$ cat config.mk
export PLATFORM = sky130hd
export DESIGN_NAME = uart_rx_param_flat
export DESIGN_NICKNAME = d
export VERILOG_FILES = /design/src/rtl/uart_rx_param_if.sv /design/src/rtl/uart_rx_param.sv /design/src/flat_wrapper.sv
export SDC_FILE = /design/constraint.sdc
export NUM_CORES = 1
export LEC_CHECK = 0
export BUFFER_PORTS_ARGS = -buffer_cell sky130_fd_sc_hd__buf_2
export CORE_UTILIZATION = 50
export CTS_BUF_LIST = sky130_fd_sc_hd__clkbuf_4 sky130_fd_sc_hd__clkbuf_8
export DETAILED_ROUTE_END_ITERATION = 10
export PLACE_DENSITY = 0.65
export SLEW_MARGIN = 10
export SYNTH_ARGS = -nofsm -noshare
export SYNTH_HDL_FRONTEND = slang
export SYNTH_SLANG_ARGS = --single-unit
$ cat constraint.sdc
create_clock -name clk -period 2.5 [get_ports clk]
set_clock_uncertainty 0.1 [all_clocks]
set_input_delay 0.125 -clock clk [delete_from_list [all_inputs] [get_ports clk]]
set_output_delay 0.125 -clock clk [all_outputs]
set_load 0.01 [all_outputs]
$ cat src/rtl/uart_rx_param_if.sv
// Purpose: serial line in, received word plus status pulses out, for uart_rx_param.
// Latency: none, plain wires.
// Backpressure: none; the receiver side owns data/valid/frame_err/parity_err/busy.
interface uart_rx_param_if #(
    parameter int DATA_W = 8
);
    logic              get;
    logic [DATA_W-1:0] data;
    logic              valid;
    logic              frame_err;
    logic              parity_err;
    logic              busy;

    modport master (
        input  get,
        output data,
        output valid,
        output frame_err,
        output parity_err,
        output busy
    );

    modport slave (
        output get,
        input  data,
        input  valid,
        input  frame_err,
        input  parity_err,
        input  busy
    );
endinterface

$ cat src/rtl/uart_rx_param.sv
// Purpose: UART receiver with mid-bit sampling, false-start and break rejection; parity via `UART_RX_PARITY_EN.
// Latency: valid/frame_err/parity_err one cycle after the stop-bit sample, together with busy falling.
// Backpressure: none; data is held until the next good frame, status outputs are single-cycle pulses.
module uart_rx_param #(
    parameter int CLK_HZ  = 100_000_000,
    parameter int BAUD    = 9600,
    parameter int DATA_W  = 8,
    parameter int PAR_ODD = 0
) (
    input  logic            clk,
    input  logic            rst,
    uart_rx_param_if.master rx
);
    localparam int BIT_CNT = CLK_HZ / BAUD;
    localparam int HALF    = BIT_CNT / 2;
    localparam int CW      = (BIT_CNT > 1) ? $clog2(BIT_CNT) : 1;
    localparam int IW      = $clog2(DATA_W);
    localparam logic [CW-1:0] CNT_LAST = CW'(BIT_CNT - 1);
    localparam logic [CW-1:0] CNT_MID  = CW'(HALF - 1);
    localparam logic [IW-1:0] IDX_LAST = IW'(DATA_W - 1);

    if (DATA_W < 5 || DATA_W > 9 || HALF < 1 || PAR_ODD < 0 || PAR_ODD > 1) begin : g_bad_cfg
        $error("uart_rx_param: illegal parameter combination");
    end

    typedef enum logic [2:0] {
        IDLE   = 3'd0,
        START  = 3'd1,
        DATA   = 3'd2,
`ifdef UART_RX_PARITY_EN
        PARITY = 3'd3,
`endif
        STOP   = 3'd4,
        BREAK  = 3'd5
    } state_t;

    state_t            state;
    state_t            state_n;
    logic [CW-1:0]     cnt;
    logic [IW-1:0]     idx;
    logic [DATA_W-1:0] shreg;
    logic              sync1;
    logic              sync2;
    logic              sync3;
    logic              settled;
    logic              armed;
    logic              line;
    logic              start_edge;
    logic              cnt_last;
    logic              cnt_mid;
    logic              par_ok;
    logic              sample_bit;
    logic              stop_sample;
    logic              valid_d;
    logic              ferr_d;
    logic              busy_d;

    // The chain is preset high, so the start detector only arms once the real line has
    // been seen idle; a reset in the middle of a frame then cannot fake a start edge.
    always_ff @(posedge clk) begin
        if (rst) begin
            sync1   <= 1'b1;
            sync2   <= 1'b1;
            sync3   <= 1'b1;
            settled <= 1'b0;
            armed   <= 1'b0;
        end else begin
            sync1   <= rx.get;
            sync2   <= sync1;
            sync3   <= sync2;
            settled <= 1'b1;
            armed   <= armed | (settled & sync1 & sync2 & sync3);
        end
    end

    assign line       = sync2;
    assign start_edge = armed & sync3 & ~sync2;
    assign cnt_last   = (cnt == CNT_LAST);
    assign cnt_mid    = (cnt == CNT_MID);

    always_ff @(posedge clk) begin
        if (rst) begin
            state <= IDLE;
        end else begin
            state <= state_n;
        end
    end

    always_comb begin
        state_n = state;
        case (state)
            IDLE: begin
                if (start_edge) begin
                    state_n = START;
                end
            end
            START: begin
                if (cnt_mid) begin
                    if (line) begin
                        state_n = IDLE;
                    end else begin
                        state_n = DATA;
                    end
                end
            end
            DATA: begin
                if (sample_bit && idx == IDX_LAST) begin
`ifdef UART_RX_PARITY_EN
                    state_n = PARITY;
`else
                    state_n = STOP;
`endif
                end
            end
`ifdef UART_RX_PARITY_EN
            PARITY: begin
                if (cnt_last) begin
                    state_n = STOP;
                end
            end
`endif
            STOP: begin
                if (cnt_last) begin
                    if (line) begin
                        state_n = IDLE;
                    end else begin
                        state_n = BREAK;
                    end
                end
            end
            BREAK: begin
                if (line) begin
                    state_n = IDLE;
                end
            end
            default: state_n = IDLE;
        endcase
    end

    always_comb begin
        sample_bit  = (state == DATA) && cnt_last;
        stop_sample = (state == STOP) && cnt_last;
        valid_d     = stop_sample && line && par_ok;
        ferr_d      = stop_sample && !line;
        busy_d      = (state_n != IDLE) && (state_n != BREAK);
    end

    always_ff @(posedge clk) begin
        if (rst) begin
            cnt          <= '0;
            idx          <= '0;
            shreg        <= '0;
            rx.data      <= '0;
            rx.valid     <= 1'b0;
            rx.frame_err <= 1'b0;
            rx.busy      <= 1'b0;
        end else begin
            // Restarting on every state change also realigns DATA to the measured start-bit centre.
            if (state_n != state || cnt_last || state == IDLE || state == BREAK) begin
                cnt <= '0;
            end else begin
                cnt <= cnt + CW'(1);
            end
            if (state != DATA) begin
                idx <= '0;
            end else if (sample_bit) begin
                idx <= idx + IW'(1);
            end
            if (sample_bit) begin
                shreg[idx] <= line;
            end
            if (valid_d) begin
                rx.data <= shreg;
            end
            rx.valid     <= valid_d;
            rx.frame_err <= ferr_d;
            rx.busy      <= busy_d;
        end
    end

`ifdef UART_RX_PARITY_EN
    logic par_bit;
    logic perr_d;

    always_ff @(posedge clk) begin
        if (rst) begin
            par_bit       <= 1'b0;
            rx.parity_err <= 1'b0;
        end else begin
            if (state == PARITY && cnt_last) begin
                par_bit <= line;
            end
            rx.parity_err <= perr_d;
        end
    end

    assign par_ok = (par_bit == ((^shreg) ^ 1'(PAR_ODD)));
    assign perr_d = stop_sample && line && !par_ok;
`else
    assign par_ok        = 1'b1;
    assign rx.parity_err = 1'b0;
`endif
endmodule

$ cat src/flat_wrapper.sv
// flat-port wrapper written by rule: the top's interface ports become plain ports
module uart_rx_param_flat 
#(
    parameter int CLK_HZ  = 100_000_000,
    parameter int BAUD    = 9600,
    parameter int DATA_W  = 8,
    parameter int PAR_ODD = 0
)
  (clk, rst, rx_get, rx_data, rx_valid, rx_frame_err, rx_parity_err, rx_busy);
  uart_rx_param_if #(.DATA_W(DATA_W)) rx_i ();
  input  logic clk;
  input  logic rst;
  input wire logic [$bits(rx_i.get)-1:0] rx_get;
  output wire logic [$bits(rx_i.data)-1:0] rx_data;
  output wire logic [$bits(rx_i.valid)-1:0] rx_valid;
  output wire logic [$bits(rx_i.frame_err)-1:0] rx_frame_err;
  output wire logic [$bits(rx_i.parity_err)-1:0] rx_parity_err;
  output wire logic [$bits(rx_i.busy)-1:0] rx_busy;
  assign rx_i.get = rx_get;
  assign rx_data = rx_i.data;
  assign rx_valid = rx_i.valid;
  assign rx_frame_err = rx_i.frame_err;
  assign rx_parity_err = rx_i.parity_err;
  assign rx_busy = rx_i.busy;
  uart_rx_param #(.CLK_HZ(CLK_HZ), .BAUD(BAUD), .DATA_W(DATA_W), .PAR_ODD(PAR_ODD)) u_core (.clk(clk), .rst(rst), .rx(rx_i));
endmodule
==> flow_summary.toml, run 1 <==
[run_status]
status = "complete, no violations"

[clocking]
worst_setup_hold_path_clk_slew_ns = 0.08
insertion_delay_ns = 0.29
cts_buffers = 5
numClockSinks = 44
h-tree-depth = 2
cts_tree = "done"
cts-root-buf = "clkbuf_8"
ctsLongestPathBuffers = 2
postCtsSetupRepairBufs = 0

[yosys]
syn-num-nets = 217
synth_top_cell_by_area = "dfxtp_1"
ys_seq_area_frac = 0.462
synth.ff_latch_count = 44
synth_area_leaders = "dfxtp_1 (46%), nor2_1 (8.1%), mux2i_1 (5.8%), xor2_1 (3.7%), nand3_1 (2.9%)"
syn-cell-area_um2 = 1910
synth_area_per_cell_um2 = 9.04
syn_inst = 211
ys_async_sr_fraction = 0
synth_edf_count = 0
yosysWarnings = 0
yosysUniqueCellTypes = 42
synth_common_cells = "dfxtp_1 (44), nor2_1 (41), nand2_1 (12)"
yosysTopAreaCellShare = 0.462
synth_most_common_cell = "dfxtp_1"
synth_ff_type = "dfxtp_1"

[timing]
hold_viol_final = 0
finalMaxSlewViolations = 0
timing.hold.ws_ns = 0.138
timing.slew.headroom = 0.591
final.setup.tns_ns = 0
fmax_ghz = 0.435
rsz0062_at_grt = "false"
period_needed_ns = 2.30
tightest_slew_ns = 0.605
finalCritPeriodShare = 0.919
setup_viol = 0

[pwr]
p_sw_uw = 248
leakage_uw = 0.000742
ir_drop_mv = 0.395
power.density_nw_per_um2 = 599
p_comb_frac = 0.016
p_seq_frac = 0.552
p_int_uw = 1040
swShare = 0.193
pwr-share-clk = 0.432

[critical_path]
r2r_start = "u_core.cnt[0]"
rr_endpoint = "u_core.rx.busy"
endpoint_kind = "register"
cp-start-kind = "register"
required_ns = 2.58
regToRegSetupSlack_ns = 0.20
critPathMaxFanout = 5
critPathKind = "register to register"
reg2regPathDepth = 6
crit_arrival_ns = 2.37

[run]
timing.max_cap.violations = 0

[global_route]
grt_usage = 0.201
grt.overflow.total = 0
grt_pass1_vias = 1408
grt_pass1_wl_um = 6360
grt_start_max_net_pins = 26
antenna_found_initial = 0

[drt]
drc = 0
drt_iter0_drc = 112
wl_per_cell_um = 13.0
routed-via-count = 1502
viasPerCell = 5.46
antenna_left = 0
drt_wl_total_um = 3580
drt_pre_antenna_iters = 4

[finish]
final_nets = 232
areaGrowthSynthToFinish_pct = 12.7
antennaDiodeCount = 0
fillCellCount = 312
drive_gt1_frac = 0.141

[die]
die_w_um = 63.8
die_h_um = 63.8
io_pins = 15
initial_core_util = 0.521
rows = 22
die_area_um2 = 4070
core_area_um2 = 3660

[placement]
gp_congestion = 0.888
portBuffers = 13
hpwl_um = 2590

[worst_hold_path]
hp-start = "rst"
hold_class = "input port to register"
hold_depth = 2
hold_path_end = "u_core.rx.data[7]"
area by class of cell:
cell class | instances | area, µm² | area share
inverters | 3 | 11.3 | 0.00524
clock buffers | 6 | 82.6 | 0.0384
multi-input cells | 155 | 978 | 0.455
well taps | 48 | 60.1 | 0.0279
repair buffers | 17 | 97.6 | 0.0454
flip-flops and latches | 44 | 881 | 0.410
clock inverters | 2 | 38.8 | 0.0180
registers in the layout, summed over array words and instances (netlist names):
register,flops
u_core.settled,1
u_core.idx,3
u_core.line,1
u_core.rx.busy,1
u_core.sync1,1
u_core.rx.valid,1
u_core.armed,1
u_core.sync3,1
u_core.rx.data,8
u_core.rx.frame_err,1
u_core.shreg,8
u_core.state,3
u_core.cnt,14
power groups by stage:
stage	combinational (µW)	clock [µW]	sequential (µW)
floorplan	17.9	0	724
global placement	18.5	0	727
detailed placement	18.8	0	727
CTS	20.2	572	710
global route	23.0	598	711
finish	20.5	556	711
worst max-delay path, stage by stage (launching register included):
cell and delay, ns:
dfxtp_1 0.41, ha_1 0.27, nand3_1 0.25, nor4_4 0.46
mux2i_1 0.29, nor2_1 0.05, or3b_1 0.36
placed cells by master, fill, tap and decap left out, types with 2 or more instances in the layout:
cell      count
and4_1        2
nand2b_1      2
nor4bb_1      3
nor3b_1       2
o31ai_1       2
nor2_1       41
inv_1         3
and3_1        3
nand2_1      12
a21oi_1       9
dfxtp_1      44
nand4_1       7
nand3_1      11
buf_4         3
o21ai_0       7
buf_2        13
ha_1          3
xnor2_1       6
clkbuf_8      6
xor2_1        8
nor3_1        2
mux2i_1      11
nor2b_1       2
or2_2         3
worst max path at each step:
stage                  startpoint                 to  cells after the start
floorplan           u_core.cnt[0]     u_core.rx.busy                      6
global placement    u_core.cnt[0]      u_core.cnt[3]                      6
detailed placement  u_core.cnt[0]      u_core.cnt[4]                      6
CTS                 u_core.cnt[0]     u_core.cnt[10]                      6
global route        u_core.cnt[0]  u_core.rx.data[6]                      7
finish              u_core.cnt[0]     u_core.rx.busy                      6
repair_timing:
| item | 4_1_cts | 5_1_grt |
|---|---|---|
| endpoints found under the setup margin | 0 | 5 |
| hold endpoints to repair | 1 | 0 |
| hold buffers | 1 | 0 |
| resized for setup | 0 | 1 |
logic make-up (layout without fill, tap and decap cells):
| family | count (synthesis) | after routing | share of synthesized area |
|---|---|---|---|
| other | 1 | 1 | 0.00197 |
| flip-flops | 44 | 44 | 0.462 |
| AO/OA/AOI/OAI | 26 | 26 | 0.0872 |
| adder cells (fa/ha/maj) | 3 | 3 | 0.0197 |
| buffers and inverters | 12 | 28 | 0.0275 |
| multiplexers | 11 | 11 | 0.0577 |
| AND/OR/NAND/NOR | 100 | 100 | 0.280 |
| XOR/XNOR | 14 | 14 | 0.0643 |
metrics by stage:
step,instance area (µm²),setup slack [ns],cells,power [µW],util
detailed placement,2010,0.131,266,746,0.550
floorplan,1910,0.337,211,742,-
finish,2150,0.202,275,1290,0.587
global route,2150,0.0810,275,1330,0.587
CTS,2150,0.109,275,1300,0.586
global placement,2010,0.251,266,745,0.550
routing by layer:
| layer | up-vias | GRT usage | wire length, µm |
|---|---|---|---|
| li1 | 767 | - | - |
| met1 | 699 | 0.250 | 1690 |
| met2 | 31 | 0.332 | 1710 |
| met3 | 5 | 0.0500 | 127 |
| met4 | 0 | 0.0795 | 55 |
| met5 | - | 0 | 0 |
(Power assumes the default switching activity.)
==> inputs of run 2 (changes only) <==
Settings changed: PLACE_DENSITY 0.65 to 0.68.
==> run 2 against run 1 <==
Against the previous run:
- sequential cell count unchanged
- highest routed layer unchanged
- combinational power about the same
- total power down 1.1%
- clock power down 3%
- register-to-register slack better by 0.03 ns
- largest power group unchanged
- setup slack better by 0.026 ns
==> flow_summary.toml, run 2 (same netlist as run 1, synthesis figures left out) <==
[timing]
tightest_slew_ns = 0.514
hold_viol_final = 0
setup_ws_ns = 0.229
setup_viol = 0
timing.slew.headroom = 0.657
period_needed_ns = 2.27
rsz0062_at_grt = "false"
finalMaxSlewViolations = 0
fmax_ghz = 0.440
finalCritPeriodShare = 0.908
final.setup.tns_ns = 0

[global_route]
grt.overflow.total = 0
grt_start_max_net_pins = 26
grt_pass1_vias = 1479
antenna_found_initial = 0
grt_usage = 0.214
grt_pass1_wl_um = 6570

[drt]
wl_per_cell_um = 13.8
routed-via-count = 1494
viasPerCell = 5.43
drt_wl_total_um = 3810
drt_iter0_drc = 134
antenna_left = 0
drt_pre_antenna_iters = 4
drc = 0

[placement]
place_ws_ns = 0.172
portBuffers = 13
gp_congestion = 0.863
hpwl_um = 2820

[die]
core_area_um2 = 3660
io_pins = 15
die_area_um2 = 4070
die_w_um = 63.8
initial_core_util = 0.521
die_h_um = 63.8
rows = 22

[clocking]
insertion_delay_ns = 0.30
cts_tree = "done"
h-tree-depth = 2
numClockSinks = 44
cts-root-buf = "clkbuf_8"
worst_setup_hold_path_clk_slew_ns = 0.08
cts_buffers = 5
ctsLongestPathBuffers = 2

[finish]
final_common_cell = "dfxtp_1"
drive_gt1_frac = 0.145
final_cell_mix = "dfxtp_1 (44), nor2_1 (41), buf_2 (13), nand2_1 (12)"
regMostFlops = "u_core.cnt"
antennaDiodeCount = 0
final_nets = 232
fillCellCount = 325
areaGrowthSynthToFinish_pct = 12.5
largest_registers = "u_core.cnt x14, u_core.rx.data x8, u_core.shreg x8"
largest_register_ffs = 14

[pwr]
leakage_uw = 0.000739
ir_drop_mv = 0.269
power.density_nw_per_um2 = 594

[critical_path]
crit_arrival_ns = 2.34
cp-start-kind = "register"
endpoint_kind = "register"
required_ns = 2.57
critPathKind = "register to register"
critPathMaxFanout = 8

[run_status]
status = "complete, no violations"

[run]
timing.max_cap.violations = 0

[worst_hold_path]
hold_class = "input port to register"
==> run 2: changes by cell type in the layout (fill, tap and decap cells not counted) <==
cell | previous run | this run
clkbuf_4 | 0 | 1
nor4b_1 | 1 | 0
clkbuf_8 | 6 | 5
nor4b_2 | 0 | 1
clkinv_2 | 0 | 1
clkinv_4 | 1 | 0
==> run 2: path summary, 6_finish.rpt <==
| kind | from | endpoint | slack [ns] | cells past startpoint |
|---|---|---|---|---|
| worst max-delay path | u_core.cnt[0] | u_core.rx.data[4] | 0.23 | 7 |
| worst max register to register | u_core.cnt[0] | u_core.rx.data[4] | 0.23 | 7 |
| worst min-delay path | rst | u_core.rx.data[6] | 0.13 | 2 |
| worst min register to register | u_core.sync1 | u_core.line | 0.35 | 1 |
==> run 2: final cells by class <==
| cell class | count | area [µm²] | share of cell area |
|---|---|---|---|
| Multi-Input combinational cell | 155 | 985 | 0.459 |
| Sequential cell | 44 | 881 | 0.410 |
| Timing Repair Buffer | 17 | 97.6 | 0.0455 |
| Clock buffer | 6 | 76.3 | 0.0356 |
| Tap cell | 48 | 60.1 | 0.0280 |
| Clock inverter | 2 | 35.0 | 0.0163 |
| Inverter | 3 | 11.3 | 0.00525 |
==> run 2: per-layer routing <==
layer	global-route usage	wire [µm]
met1	0.245	1690
met2	0.368	1900
met3	0.0536	118
met4	0.105	103
met5	0	0
==> run 2: stage by stage <==
stage	std cells	power (µW)	instance area, µm²	hold slack (ns)	utilization
3_5_place_dp	266	747	2010	0.213	0.550
2_1_floorplan	211	742	1910	0.129	-
6_report	275	1270	2150	0.135	0.586
3_3_place_gp	266	745	2010	0.210	0.550
5_1_grt	275	1320	2150	0.174	0.586
4_1_cts	275	1280	2140	0.134	0.583
==> run 2: worst max-delay path: stages (launching register included) <==
cell and delay, ns:
dfxtp_1 0.41, ha_1 0.27, nand3_1 0.24, nor4_4 0.45, and3_1 0.20, buf_4 0.20
mux2i_1 0.21, nor2_1 0.06
==> run 2: timing repair <==
| item | 4_1_cts | 5_1_grt |
|---|---|---|
| resized for setup | 0 | 2 |
| setup endpoints to repair | 0 | 3 |
| hold buffers | 1 | 0 |
| setup buffers | 0 | 0 |
| endpoints found under the hold margin | 1 | 0 |
==> run 2: power by group <==
part,switching (µW),internal [µW]
clock network,235,307
registers,5.63,705
logic,13.1,7.49
total,253,1020
==> inputs of run 3 (changes only) <==
Settings changed: CORE_MARGIN set to 3.
==> run 3 against run 2 <==
Against the previous run:
- global-route usage is 2.4 points lower
- setup slack worse by 0.0040 ns
- sequential share of layout area is 0.17 points lower
- critical endpoint is now u_core.rx.busy
- sequential power hardly changed
- critical path type unchanged
- final area is 0.41% higher
- via count is 0.33% higher
- cell count is 1.1% lower
- clock power is 13% higher
- utilization is 3.0 points higher
- wire length is 1.3% lower
- sequential cell count stayed put
==> flow_summary.toml, run 3 (same netlist as run 1, synthesis figures left out) <==
[global_route]
antenna_found_initial = 0
grt_pass1_wl_um = 6560
grt_pass1_vias = 1382
grt_start_max_net_pins = 26
grt_usage = 0.190
grt.overflow.total = 0

[worst_hold_path]
hold_depth = 2
hp-start = "rst"
hold_path_end = "u_core.rx.data[5]"
hold_class = "input port to register"

[finish]
final_common_cell = "dfxtp_1"
largest_registers = "u_core.cnt x14, u_core.rx.data x8, u_core.shreg x8"
antennaDiodeCount = 0
areaGrowthSynthToFinish_pct = 12.9
drive_gt1_frac = 0.137
final_area_um2 = 2150
fin_cells = 272
largest_register_ffs = 14
final_cell_mix = "dfxtp_1 (44), nor2_1 (41), buf_2 (13), nand2_1 (12)"
regMostFlops = "u_core.cnt"
final_nets = 232

[pwr]
ir_drop_mv = 0.343
leakage_uw = 0.000743
power.density_nw_per_um2 = 625

[drt]
wl_per_cell_um = 13.8
drt_wl_total_um = 3760
drt_iter0_drc = 94
drt_pre_antenna_iters = 4
viasPerCell = 5.51
drc = 0
antenna_left = 0
routed-via-count = 1499

[placement]
hpwl_um = 2690
portBuffers = 13
post_dp_cell_area_um2 = 2010
gp_congestion = 0.883
dpl.cell_count = 264

[clocking]
worst_setup_hold_path_clk_slew_ns = 0.08
postCtsSetupRepairBufs = 0
h-tree-depth = 2
cts_buffers = 5
ctsLongestPathBuffers = 2
numClockSinks = 44
cts-root-buf = "clkbuf_8"
insertion_delay_ns = 0.29
cts_tree = "done"

[die]
rows = 21
die_h_um = 67.8
core_area_um2 = 3490
die_w_um = 67.8
die_area_um2 = 4590
initial_core_util = 0.546
io_pins = 15

[critical_path]
required_ns = 2.57
rr_endpoint = "u_core.rx.busy"
endpoint_kind = "register"
r2r_start = "u_core.cnt[0]"
cp_top_family = "simple AND/OR/NAND/NOR gates"
critPathKind = "register to register"
critPathMaxFanout = 5
regToRegSetupSlack_ns = 0.22
cp.buffers_inverters = 0
reg2regPathDepth = 6
slowest_delay_ns = 0.39
crit_arrival_ns = 2.34
path_cells = "ha_1 -> nor4bb_1 -> nand4_1 -> and4b_1 -> o211ai_1 -> or3b_1"
cp-start-kind = "register"
crit_slowest_cell = "dfxtp_1"

[timing]
finalCritPeriodShare = 0.910
fmax_ghz = 0.440
period_needed_ns = 2.28
timing.slew.headroom = 0.589
hold_viol_final = 0
setup_viol = 0
finalMaxSlewViolations = 0
tightest_slew_ns = 0.608
timing.hold.ws_ns = 0.145
rsz0062_at_grt = "false"
final.setup.tns_ns = 0

[run]
timing.max_cap.violations = 0

[run_status]
status = "complete, no violations"
-- run 3: what timing repair did --
item | CTS | global route
endpoints found under the hold margin | 1 | 0
hold buffers | 1 | 0
resized for setup | 0 | 1
endpoints found under the setup margin | 0 | 6
-- run 3: where the power goes --
group | internal, µW | switching, µW
clock | 393 | 222
sequential | 705 | 5.39
combinational | 7.77 | 13.4
-- run 3: worst max path at each step --
stage             startpoint        endpoint  slack [ns]  cells past startpoint
2_1_floorplan  u_core.cnt[0]  u_core.rx.busy        0.34                      6
3_3_place_gp   u_core.cnt[0]   u_core.cnt[3]        0.22                      6
3_5_place_dp   u_core.cnt[0]  u_core.cnt[12]        0.20                      6
4_1_cts        u_core.cnt[0]   u_core.cnt[6]        0.18                      6
5_1_grt        u_core.cnt[0]  u_core.rx.busy        0.04                      6
6_report       u_core.cnt[0]  u_core.rx.busy        0.22                      6
-- run 3: cell type report --
| cell class | count | area, µm² |
|---|---|---|
| timing repair buffer | 17 | 97.6 |
| inverter | 3 | 11.3 |
| sequential | 44 | 881 |
| tap | 46 | 57.6 |
| multi-input combinational | 155 | 978 |
| fill | 294 | 1340 |
| clock buffer | 5 | 68.8 |
| clock inverter | 2 | 60.1 |
-- run 3: per-layer routing --
metal	part of all wire	global-route usage
met1	0.49	0.263
met2	0.45	0.278
met3	0.045	0.0466
met4	0.020	0.0868
met5	0	0
-- run 3: per-stage QoR --
stage	utilization	total power, µW	worst slack (ns)
after global placement	0.576	746	0.225
after floorplan	-	742	0.337
after global routing	0.617	1400	0.0384
after CTS	0.615	1360	0.184
final	0.617	1350	0.225
after detailed placement	0.576	747	0.202
